**config.mk**
```make
export PLATFORM = sky130hd
export DESIGN_NAME = toycpu_control
export DESIGN_NICKNAME = d
export VERILOG_FILES = /design/src/rtl/toycpu_pkg.sv /design/src/rtl/toycpu_control.sv
export SDC_FILE = /design/constraint.sdc
export NUM_CORES = 1
export LEC_CHECK = 0
export CAP_MARGIN = 5
export CORE_ASPECT_RATIO = 0.8
export CORE_MARGIN = 4
export CORE_UTILIZATION = 39
export DETAILED_ROUTE_END_ITERATION = 8
export GPL_ROUTABILITY_DRIVEN = 0
export GPL_TIMING_DRIVEN = 0
export PLACE_DENSITY = 0.84
export SYNTH_ARGS = -nofsm -noshare
export SYNTH_HDL_FRONTEND = slang
export SYNTH_SLANG_ARGS = --single-unit
```
**constraint.sdc**
```tcl
create_clock -name clk -period 1.6 [get_ports clk]
set_input_delay 0.16 -clock clk [delete_from_list [all_inputs] [get_ports clk]]
set_output_delay 0.16 -clock clk [all_outputs]
set_load 0.005 [all_outputs]
```
**src/rtl/toycpu_pkg.sv**
```systemverilog
// Shared definitions for the toy CPU: opcodes, control state encoding and
// instruction field positions (also used by the ALU op decoder).
package toycpu_pkg;

  localparam logic [3:0] OP_ADD  = 4'd0;
  localparam logic [3:0] OP_LDI  = 4'd1;
  localparam logic [3:0] OP_JMP  = 4'd2;
  localparam logic [3:0] OP_JZ   = 4'd3;
  localparam logic [3:0] OP_JC   = 4'd4;
  localparam logic [3:0] OP_HALT = 4'd14;
  localparam logic [3:0] OP_MV   = 4'd15;

  localparam int OP_MSB  = 15;
  localparam int OP_LSB  = 12;
  localparam int RD_MSB  = 11;
  localparam int RD_LSB  = 8;
  localparam int RS_MSB  = 7;
  localparam int RS_LSB  = 4;
  localparam int RT_MSB  = 3;
  localparam int RT_LSB  = 0;
  localparam int IMM_MSB = 7;
  localparam int IMM_LSB = 0;

  typedef enum logic [1:0] {
    ST_FETCH  = 2'd0,
    ST_DECODE = 2'd1,
    ST_EXEC   = 2'd2,
    ST_HALT   = 2'd3
  } state_t;

  function automatic logic [3:0] ir_op(input logic [15:0] ir);
    return ir[OP_MSB:OP_LSB];
  endfunction

endpackage

```
**src/rtl/toycpu_control.sv**
```systemverilog
// Multi-cycle fetch/decode/execute controller sitting in front of the ALU
// and register file; fetches over a req/ack instruction-memory port.
module toycpu_control
  import toycpu_pkg::*;
#(
  parameter int             PC_W     = 12,
  parameter logic [PC_W-1:0] RESET_PC = '0
) (
  input  logic            clk,
  input  logic            rst,
  output logic            imem_req,
  output logic [PC_W-1:0] imem_addr,
  input  logic            imem_ack,
  input  logic [15:0]     imem_rdata,
  output logic [3:0]      alu_op,
  output logic            alu_sel_imm,
  output logic [15:0]     imm,
  output logic [3:0]      rf_ra1,
  output logic [3:0]      rf_ra2,
  output logic [3:0]      rf_wa,
  output logic            rf_we,
  input  logic            cFlag,
  input  logic            zFlag,
  output logic            halted
);

  state_t          state_q, state_d;
  logic [PC_W-1:0] pc_q, pc_d;
  logic [15:0]     ir_q, ir_d;
  logic [3:0]      op;
  logic            jump_taken;
  logic            exec;

  assign op = ir_op(ir_q);

  always_ff @(posedge clk or posedge rst) begin
    if (rst) begin
      state_q <= ST_FETCH;
      pc_q    <= RESET_PC;
      ir_q    <= '0;
    end else begin
      state_q <= state_d;
      pc_q    <= pc_d;
      ir_q    <= ir_d;
    end
  end

  always_comb begin
    state_d    = state_q;
    pc_d       = pc_q;
    ir_d       = ir_q;
    jump_taken = (op == OP_JMP) || (op == OP_JZ && zFlag) || (op == OP_JC && cFlag);
    case (state_q)
      ST_FETCH: begin
        if (imem_ack) begin
          ir_d    = imem_rdata;
          pc_d    = pc_q + PC_W'(1);
          state_d = ST_DECODE;
        end
      end
      ST_DECODE: begin
        if (jump_taken) begin
          pc_d    = ir_q[PC_W-1:0];
          state_d = ST_FETCH;
        end else if (op == OP_HALT) begin
          state_d = ST_HALT;
        end else if (op == OP_ADD || op == OP_MV || op == OP_LDI) begin
          state_d = ST_EXEC;
        end else begin
          state_d = ST_FETCH;
        end
      end
      ST_EXEC:  state_d = ST_FETCH;
      ST_HALT:  state_d = ST_HALT;
    endcase
  end

  // alu_op stays MV outside an ADD execute cycle so the ALU flags only move on ADD.
  always_comb begin
    exec        = (state_q == ST_EXEC);
    imem_req    = (state_q == ST_FETCH) && !rst;
    imem_addr   = pc_q;
    alu_op      = (exec && op == OP_ADD) ? OP_ADD : OP_MV;
    alu_sel_imm = exec && (op == OP_LDI);
    imm         = exec ? {8'h00, ir_q[IMM_MSB:IMM_LSB]} : 16'h0000;
    rf_ra1      = exec ? ir_q[RS_MSB:RS_LSB] : 4'h0;
    rf_ra2      = exec ? ir_q[RT_MSB:RT_LSB] : 4'h0;
    rf_wa       = exec ? ir_q[RD_MSB:RD_LSB] : 4'h0;
    rf_we       = exec;
    halted      = (state_q == ST_HALT);
  end

endmodule
```
### Word level (Yosys, flattened, before mapping)

Cells that the tools add are included.

* logic and storage cells: 43
* register bits: 30
* output and inout port bits: 48

* reduce and logical (&&, ||, !) cells: 15
* eq/ne operators: 11
* add/subtract/negate cells: 1
* muxes and demuxes: 13

Operators by type and width (count)
* $mux W12: 2
* $pmux W12 S2: 1
* $mux W4: 4
* $add A12 B1 Y12 const B: 1
* $eq A4 B2 Y1 const B: 2
* $eq A4 B4 Y1 const B: 2
* $mux W2: 4
* $mux W8: 1
* $pmux W2 S4: 1
* $logic_and A1 B1 Y1: 5
* $eq A2 B2 Y1 const B: 2
* $eq A4 B1 Y1 const B: 1
* $eq A4 B3 Y1 const B: 1
* $logic_not A4 Y1: 1
* $logic_or A1 B1 Y1: 4
* $ne A2 B2 Y1 const B: 2
* $reduce_and A3 Y1: 1
* $eq A2 B1 Y1 const B: 1
* $logic_not A2 Y1: 1
* $reduce_and A2 Y1: 1
* $reduce_bool A2 Y1: 1
* $logic_not A1 Y1: 1

### Depth between registers and ports, before layout

* word-level depth: 7
* mapped depth: 6
* mapped depth without buffers: 5

### Least setup slack after synthesis

No wires, ideal clock.

* path type: register to register
* start: register ir_q[13]
* end: register pc_q[0], in the netlist imem_addr[0]
* buffers on the path: 1
* data arrival time: 1.460 ns
* slack: 0.014 ns
* cell stages (with the launch flop): 6
* setup time: 0.126 ns
* cells stage by stage: dfrtp_1 and4bb_1 o2111ai_2 and2_1 buf_6 a221o_1

* longest elaborated chain between the ends: 6
* elaborated cells on any way between the ends: 9

Ends and longest elaborated chain
* from (decl): line toycpu_control.sv:29 `logic [15:0] ir_q, ir_d;`
* from (signal assigned): line toycpu_control.sv:44 `ir_q <= ir_d;`
* $eq A4 B2 Y1: line toycpu_control.sv:52 `jump_taken = (op == OP_JMP) || (op == OP_JZ && zFlag) || (op == OP_JC && cFlag);`
* $logic_and A1 B1 Y1: line toycpu_control.sv:52
* $logic_or A1 B1 Y1: line toycpu_control.sv:52
* $logic_or A1 B1 Y1 *: line toycpu_control.sv:52
* $ne A2 B2 Y1 (no line) *
* $reduce_and A3 Y1 (no line) *
* to (signal assigned): line toycpu_control.sv:43 `pc_q <= pc_d;`
* to (decl): line toycpu_control.sv:28 `logic [PC_W-1:0] pc_q, pc_d;`

Mark *: on every way between the ends. The rest lies on a longest branch, timed or not.
A chain may end at the register's enable or synchronous reset.

### Final worst setup path

Same ends and word-level chain as after synthesis.

==> results_dict.tcl <==
set metrics [dict create \
    status "finished, violations left" \
    violations "negative setup slack" \
    cp.required_ns 1.77 \
    crit_arrival_ns 1.90 \
    dr.pass1.iters 5 \
    grt_pass1_wl_mm 10.2 \
    mappedNetlistArea_um2 1770 \
    drc_errors 0 \
    p_leak_nw 1.40 \
    final_layout_size_suffix_gt1_share_pct 39.4 \
    htreeDepth 2 \
    fmax_ghz 0.581 \
    layout.area.seq_um2 759 \
    synth_area_per_cell_um2 8.44 \
    rsz0062_at_grt "true" \
    floorplan.die_area_um2 5690 \
    fin_hold_ws_ns 0.391 \
    fin_crit_ns 1.72 \
    yosysUniqueCellTypes 41 \
    fp.dieW_um 83.4 \
    clkLatencyLatePin_ns 0.29 \
    clock-skew-final_ns 0.00319 \
    clk_pin_slew_ns 0.07 \
    vias_per_cell 5.51 \
    portBuffers 60 \
    holdCritPathClass "primary input to flop" \
    drt-total-wl_mm 6.26 \
    die_y_um 68.3 \
    vias 2006 \
    multi_input_area_um2 1010 \
    cts_buffers 5 \
    synth_ff_type "dfrtp_1" \
    power_density_nw_per_um2 1870 \
    grt_util_all_layers_pct 23.2 \
    cts_tree "built" \
    syn_to_final_growth_pct 65.5 \
    fin_crit_sh_pct 108 \
    antenna_found_initial 0 \
    worstPathMaxFanout 8 \
    maxCapViolCount 0 \
    worstSetupPathType "flop to flop" \
    pwr-share-comb_pct 58.1 \
    tightest_slew_ns 1.11 \
    ant_nets 0 \
    root_buffer "clkbuf_8" \
    grt_overflow 0 \
    core-area_um2 4280 \
    peakVddDrop_v 0.000731 \
    rows 21 \
    placedCellCount 334 \
    setup_slack_ns -0.122 \
    async_flop_share_pct 100 \
    finalHoldViolations 0 \
    fillers 330 \
    ys_ff_latch 30 \
    start_util_pct 41.4 \
    ys_seq_area_share_pct 42.4 \
    grt_max_degree 31 \
    dpl_worst_slack_ns -0.318 \
    ios 69 \
    p_clk_share_pct 11.9 \
    maxSlewHeadroom_pct 25.7 \
    switching_share_pct 42.2 \
    ctsLongestPathBuffers 2 \
    synth_edf_count 0 \
    cts.sinks 30 \
    n_antenna_cell 0 \
    grt_pass1_vias 1995 \
    endpoint_kind "flop" \
    dp_hpwl_mm 3.73 \
    finalSetupViolations 12 \
    ys_warn_count 0 \
    drtIter0Drc 335 \
    intPower_mw 3.16 \
    fin_nets 328 \
    syn_inst 210 \
    power_switching_mw 2.31 \
    postCtsHoldBufs 0 \
    wire_per_inst_um 17.2 \
    pwr-share-seq_pct 30.1 \
    stdcell_count 364 \
    slew_viol_final 0 \
    worstSetupStartpointType "flop" \
]
==> final timing paths <==
path / slack, ns / to / cells past startpoint / from
worst max-delay path: -0.12 / imem_addr[0] / 5 / ir_q[13]
worst min-delay path: 0.39 / ir_q[3] / 3 / imem_rdata[3]
worst max register to register: -0.12 / imem_addr[0] / 5 / ir_q[13]
worst min register to register: 0.53 / ir_q[8] / 2 / ir_q[8]
max in group asynchronous: 0.37 / imem_addr[2] / 2 / rst
min in group asynchronous: 0.48 / ir_q[3] / 2 / rst
==> layer usage <==
layer	wire [um]	vias to the layer above	GRT usage, %
li1	-	902	-
met1	2550	953	29.9
met2	2900	128	37.2
met3	628	23	6.14
met4	176	0	10.0
met5	0	-	0
==> worst max-delay path, stage by stage (launching register included) <==
cell,delay [ns]
dfrtp_1,0.43
buf_6,0.15
and4bb_1,0.30
o2111ai_4,0.18
and2_4,0.22
a221o_1,0.32
==> metrics by stage <==
step	area, um2	setup TNS (ns)	utilization (%)	power, mW
after global routing	2930	-1.59	68.5	5.78
final	2930	-0.863	68.5	5.47
after detailed placement	2470	-7.91	57.7	3.73
after global placement	2470	-6.50	57.7	3.64
after CTS	2920	-0.217	68.1	5.09
after floorplan	1800	0	-	2.74
==> layout make-up <==
class	instances	area share [%]
Buffer	26	7.55
Clock buffer	7	2.94
Clock inverter	1	0.171
Inverter	4	0.768
Multi-Input combinational cell	153	34.5
Sequential cell	30	25.9
Tap cell	57	2.43
Timing Repair Buffer	86	25.8
==> power by group through the flow <==
stage | Sequential [mW] | Combinational, mW | Clock (mW)
3_5_place_dp | 1.58 | 2.14 | 0
6_report | 1.64 | 3.18 | 0.649
2_1_floorplan | 1.46 | 1.28 | 0
5_1_grt | 1.69 | 3.40 | 0.683
3_3_place_gp | 1.56 | 2.09 | 0
4_1_cts | 1.57 | 2.88 | 0.645
==> cell usage in the layout, fill, tap and decap left out, drive strengths merged, types with 2 or more instances in the layout <==
master,count
o2bb2a,2
nand4,2
a21oi,11
clkbuf,27
a31oi,3
nand3,5
a22oi,2
and4,2
dfrtp,30
nand2b,2
a2bb2oi,2
conb,8
nand2,54
o21ai,6
and3,16
dlygate4sd2,5
nor2,9
a41oi,2
inv,4
buf,54
nor3,5
clkdlybuf4s50,32
o22a,5
==> state kept, by name, summed over array words and instances, names as in the netlist <==
signal	flops
ir_q	16
imem_addr	12
state_q	2
==> repair_timing <==
item / 4_1_cts / 5_1_grt
setup endpoints to repair: 55 / 45
gates resized for setup: 107 / 51
buffers inserted: 23 / 2
cloned: 2 / 0
pin swaps: 8 / 13
==> cell usage after synthesis (2+ instances only) <==
cell type / count / share of area, %
a21oi_1: 11 / 3.1
a22oi_1: 2 / 0.85
a2bb2oi_1: 2 / 0.99
a31oi_1: 3 / 1.1
a41oi_1: 2 / 0.99
and3_1: 16 / 5.6
and4_1: 2 / 0.99
buf_4: 20 / 8.5
clkbuf_1: 8 / 1.7
dfrtp_1: 30 / 42
inv_1: 4 / 0.85
nand2_1: 54 / 11
nand2b_1: 2 / 0.71
nand3_1: 4 / 1.1
nand4_1: 2 / 0.71
nor2_1: 9 / 1.9
nor3_1: 5 / 1.4
o21ai_0: 6 / 1.7
o22a_1: 5 / 2.5
o2bb2a_1: 2 / 1.1
==> cell families (layout without fill, tap and decap cells) <==
group | Yosys count | in the layout | share of synthesized area (%)
AOI/OAI and AO/OA | 40 | 40 | 16.0
adders and majority gates | 1 | 1 | 0.706
buffers and inverters | 34 | 124 | 11.9
DFF | 30 | 30 | 42.4
muxes | 1 | 1 | 0.565
other | 1 | 8 | 0.212
and+or+nand+nor | 103 | 103 | 28.2
(Power assumes the default switching activity.)
==> RTL edit 1 (same settings) <==
`ir_q` no longer has a reset.
--- a/src/rtl/toycpu_control.sv
+++ b/src/rtl/toycpu_control.sv
@@ -37,12 +37,14 @@
     if (rst) begin
       state_q <= ST_FETCH;
       pc_q    <= RESET_PC;
-      ir_q    <= '0;
     end else begin
       state_q <= state_d;
       pc_q    <= pc_d;
-      ir_q    <= ir_d;
     end
+  end
+
+  always_ff @(posedge clk) begin
+    ir_q <= ir_d;
   end
 
   always_comb begin
Function: same outputs for any inputs over 10 cycles, from zero or initial values and one cycle with rst high; that may be too few to reach the edited logic, so the function may still have changed.
==> RTL edit 1 against the original RTL <==
  * The flow still finishes with violations (setup timing)
  * Power shrank 22%
  * Worst setup slack better by 0.026 ns
  * Clock skew rose by 0.0023 ns
  * Routed wire length fell by 6.2%
  * Critical path type is now reg2out
  * Synthesized area shrank 2.9%
  * Clock power down 10%
  * Cell area rose by 0.98%
  * Sequential cell count stayed put
==> RTL edit 1: results (changes against the original RTL) <==
Run status -> complete, but fails checks
Failing checks -> setup timing
Post-DP Area -> 2420 sq um (-2.1%)
Clk pwr share -> 13.6% (+1.7 points)
GRT Total Usage -> 20.4% (-2.8 points)
Initial antenna violation count -> 0 (unchanged)
Normalized max-slew margin -> 60.6% (+35 points)
Seq pwr share -> 33.0% (+2.9 points)
Ys async rst share -> 46.7% (-53 points)
Latest clock arrival within the worst-skew pair -> 0.28 ns
Yosys warnings -> 0 (unchanged)
Clk buf depth -> 2 (unchanged)
Htree depth -> 2 (unchanged)
Largest net degree at the start of global routing -> 15 (-52%)
Top cells by count, synth -> 19 x buf_4, 18 x nand2_1, 16 x edfxtp_1
Final Worst Setup Slack -> -0.0955 ns (+0.0261 ns)
Worst min path class -> in2async
R2R depth -> 5 (unchanged)
Global-route wire length before repair -> 8.39 mm (-18%)
Post-synthesis xor/xnor area fraction -> 0% (unchanged)
Switching Power -> 1.67 mW (-28%)
Setup Skew -> 0.00546 ns (+0.00228 ns)
Start of the worst register-to-register path -> state_q[0]
Fillers -> 294 (-11%)
Setup Viol. Count Final -> 14 (+2)
Diode count -> 0 (unchanged)
Mux cell area share after synthesis -> 0.655% (+0.090 points)
Hold slack -> 0.272 ns (-0.119 ns)
Flop2flop setup slack -> -0.05 ns (+0.07 ns)
Sequential-to-total area share from yosys stat -> 48.3% (+5.9 points)
Post-DP HPWL -> 3.20 mm (-14%)
Distinct cells, synth -> 47 (+15%)
Max IR drop VDD -> 669 uV (-8.6%)
Nets -> 293 (-11%)
Maximum fanout along the worst path -> 3 (-5)
Max FFs per register -> 16 (unchanged)
Drt total wl -> 5.87 mm (-6.2%)
Starting DRT DRC Count -> 290 (-13%)
Layout cells sized above 1 -> 47.8% (+8.4 points)
Adder-Cell Fraction of Synth Area -> 0.727% (+0.021 points)
Largest Register -> ir_q
Sw Ratio -> 39.0% (-3.1 points)
Clock transition at path regs -> 0.07 ns (about the same)
Synth top area cells -> edfxtp_1 28%, dfrtp_1 20%, buf_4 8.3%, and2_1 4.7%, o221ai_1 4.1%
Compound-Gate Fraction of Synth Area -> 16.3% (+0.33 points)
CTS Buf Count -> 5 (unchanged)
Root Driver -> clkbuf_8
EDFF count, synth -> 16 (+16)
Vias in the first global route -> 1646 (-17%)
Leakage -> 1.30 nW (-7.2%)
Router iterations before antenna repair -> 4 (-1)
Critical Path RT -> 1.44 ns (-0.33 ns)
Port bufs -> 60 (unchanged)
Vias per inst -> 5.44 (-1.3%)
RR Endpoint -> imem_addr[1]
==> RTL edit 1: worst max path at each step <==
stage | depth (start not counted) | slack (ns) | startpoint | endpoint
final | 6 | -0.1 | state_q[0] | alu_op[2]
after global routing | 5 | -0.14 | ir_q[13] | alu_op[0]
after CTS | 6 | -0.08 | state_q[0] | alu_op[3]
after detailed placement | 5 | -0.79 | state_q[1] | alu_op[3]
after global placement | 5 | -0.72 | state_q[1] | alu_op[1]
after floorplan | 4 | 0.06 | state_q[0] | imem_addr[1]
==> RTL edit 1: area by class of cell <==
cell class	count	area (sq um)	share of cell area, %
buffer	19	156	5.28
clock buffer	6	72.6	2.45
clock inverter	2	8.76	0.296
inverter	2	20.0	0.676
multi-input combinational	116	903	30.5
sequential	30	836	28.2
tap	57	71.3	2.41
timing repair buffer	96	887	30.0
timing repair inverter	1	6.26	0.211
==> RTL edit 1: worst max-delay path, cell delays in order (launching register included) <==
cell,delay [ns]
dfrtp_2,0.43
nor2b_4,0.20
buf_8,0.14
nand3b_1,0.13
buf_6,0.16
buf_6,0.10
buf_6,0.10
==> RTL edit 1: stage by stage <==
step	utilization [%]	cells	setup TNS [ns]	worst slack, ns
finish	70.0	329	-0.521	-0.0955
global placement	57.2	290	-17.97	-0.717
detailed placement	57.2	290	-18.84	-0.785
floorplan	-	173	0	0.0622
global route	70.0	329	-1.26	-0.143
CTS	65.7	322	-0.622	-0.0841
==> RTL edit 1: timing repair <==
action	CTS	global route
cloned	2	1
setup endpoints to repair	55	27
pin swaps	9	10
hold endpoints to repair	0	0
setup buffers	24	10
resized for setup	146	40
==> RTL edit 1: per-layer routing <==
layer  global-route usage (%)  part of all wire (%)
met3                     5.73                   9.8
met5                        0                     0
met4                     4.77                   2.2
met2                     32.3                    48
met1                     27.6                    40
==> RTL edit 2 (same flow settings) <==
Made on the original files. Set the package constant `RT_MSB` to 2 (it was 3).
--- a/src/rtl/toycpu_pkg.sv
+++ b/src/rtl/toycpu_pkg.sv
@@ -16,7 +16,7 @@
   localparam int RD_LSB  = 8;
   localparam int RS_MSB  = 7;
   localparam int RS_LSB  = 4;
-  localparam int RT_MSB  = 3;
+  localparam int RT_MSB  = 2;
   localparam int RT_LSB  = 0;
   localparam int IMM_MSB = 7;
   localparam int IMM_LSB = 0;
Check against the original RTL: not equivalent (Yosys sat finds a counterexample within 4 cycles, from zero or initial values and one cycle with rst high).
==> RTL edit 2 against the original RTL <==
  * Synthesized area decreased by 0.71%
  * Power decreased by 7.6%
  * Combinational power decreased by 11%
  * Clock skew increased by 0.0018 ns
  * Count of clock-buffer cells in the layout unchanged
  * Worst setup slack improved by 0.036 ns
  * Via count decreased by 5.7%
  * The flow still finishes with violations (setup timing)
  * Critical path depth increased by 2
  * First-iteration DRC count decreased by 17%
  * Sequential cell count unchanged
  * Non-clock buffer count decreased by 2
  * Routed wire length decreased by 6.5%
  * Cell area decreased by 0.30%
==> RTL edit 2: results (changes against the original RTL) <==
Run status -> complete, but fails checks
Failing checks -> setup timing
WP data arrival -> 1.53 ns (-0.37 ns)
Distinct cells, synth -> 40 (-2.4%)
Final std cells w/o fill -> 359 (-1.4%)
Leakage -> 1.38 nW (-1.1%)
Htree depth -> 2 (unchanged)
Setup slack at placement -> -0.636 ns (-0.318 ns)
Port bufs -> 59 (-1.7%)
Router iterations before antenna repair -> 4 (-1)
Nets -> 324 (-1.2%)
Post-DP HPWL -> 3.60 mm (-3.7%)
Setup Viol. Count Final -> 12 (unchanged)
Placed cell count -> 333 (-0.30%)
Top cells by count, synth -> 55 x nand2_1, 30 x dfrtp_1, 19 x buf_4
Drt total wl -> 5.86 mm (-6.5%)
Crit. Startpoint -> state_q[1]
Setup Skew -> 0.00503 ns (+0.00184 ns)
Vias in the first global route -> 1732 (-13%)
Syn Area/Cell -> 8.42 sq um (-0.23%)
GRT Total Usage -> 19.6% (-3.6 points)
Post-DP Area -> 2450 sq um (-0.76%)
Worst path max stage delay -> 0.37 ns (-0.06 ns)
EDFF count, synth -> 0 (unchanged)
Initial antenna violation count -> 0 (unchanged)
Critical-path top delay cell -> dfrtp_1
Total negative slack -> -0.558 ns (+0.305 ns)
Clk buf depth -> 2 (unchanged)
Largest net degree at the start of global routing -> 31 (unchanged)
Global-route wire length before repair -> 8.64 mm (-16%)
Start of the worst register-to-register path -> ir_q[14]
Diode count -> 0 (unchanged)
Starting DRT DRC Count -> 278 (-17%)
Fillers -> 312 (-5.5%)
Final Worst Setup Slack -> -0.0860 ns (+0.0356 ns)
Synth top area cells -> dfrtp_1 43%, nand2_1 12%, buf_4 8.1%, and2_1 5.3%, a21oi_1 2.8%
Vias after detailed routing -> 1892 (-5.7%)
CTS Buf Count -> 5 (unchanged)
Latest clock arrival within the worst-skew pair -> 0.29 ns (about the same)
Family with the most delay on the worst path -> buffers and inverters
Maximum fanout along the worst path -> 4 (-4)
Max IR drop VDD -> 804 uV (+10%)
Worst min path class -> in2async
Layout cells sized above 1 -> 38.7% (-0.67 points)
Clock transition at path regs -> 0.06 ns
Sequential-to-total area share from yosys stat -> 42.7% (+0.30 points)
Ys async rst share -> 100% (unchanged)
-- RTL edit 2: final timing paths --
path / to / slack, ns / cells past startpoint
max in group asynchronous: imem_addr[1] / 0.98 / 3
min reg2reg: ir_q[11] / 0.51 / 2
min: imem_addr[7] / 0.18 / 2
max reg2reg: imem_addr[0] / -0.06 / 5
min in group clk: ir_q[14] / 0.40 / 3
max: alu_op[3] / -0.09 / 7
-- RTL edit 2: power by group --
part / internal [mW] / switching, mW / leakage (nW) / total, mW
registers: 1.14 / 0.491 / 0.352 / 1.63
logic: 1.53 / 1.31 / 0.993 / 2.84
clock network: 0.299 / 0.281 / 0.0383 / 0.580
-- RTL edit 2: cell type report --
cell class,count,area (sq um),share of cell area [%]
plain buffers,25,223,7.62
clock buffers,7,76.3,2.61
inverters,3,11.3,0.385
multi-input cells,152,972,33.2
flip-flops and latches,30,758,25.9
well taps,57,71.3,2.44
repair buffers,85,812,27.8
-- RTL edit 2: routing by layer --
layer | share of wire, % | track usage [%] | routed length [um] | vias up
met5 | 0 | 0 | 0 | -
met4 | 2.7 | 7.14 | 161 | 0
met3 | 7.9 | 5.90 | 463 | 18
met2 | 48 | 31.6 | 2790 | 100
met1 | 42 | 25.3 | 2440 | 897
li1 | - | - | - | 877
-- RTL edit 2: cells by family (layout without fill, tap and decap cells) --
family,after synthesis,after routing,share of synthesized area [%]
adder cells (fa/ha/maj),1,1,0.711
flip-flops,30,30,42.7
buffers and inverters,35,120,12.1
other,1,9,0.213
AND/OR/NAND/NOR,99,99,27.0
multiplexers,1,1,0.569
AO/OA/AOI/OAI,42,42,16.8
-- RTL edit 2: timing repair --
action                     4_1_cts  5_1_grt
resized for setup              136       58
cloned                           1        1
setup endpoints to repair       43       39
buffers inserted                16        7
pin swaps                        5        6
-- RTL edit 2: worst reg2reg max path, stage by stage, from the launching register on --
cell       delay (ns)
dfrtp_2          0.45
and4bb_1         0.25
o2111ai_4        0.30
buf_4            0.17
o21ai_0          0.08
a221o_1          0.29
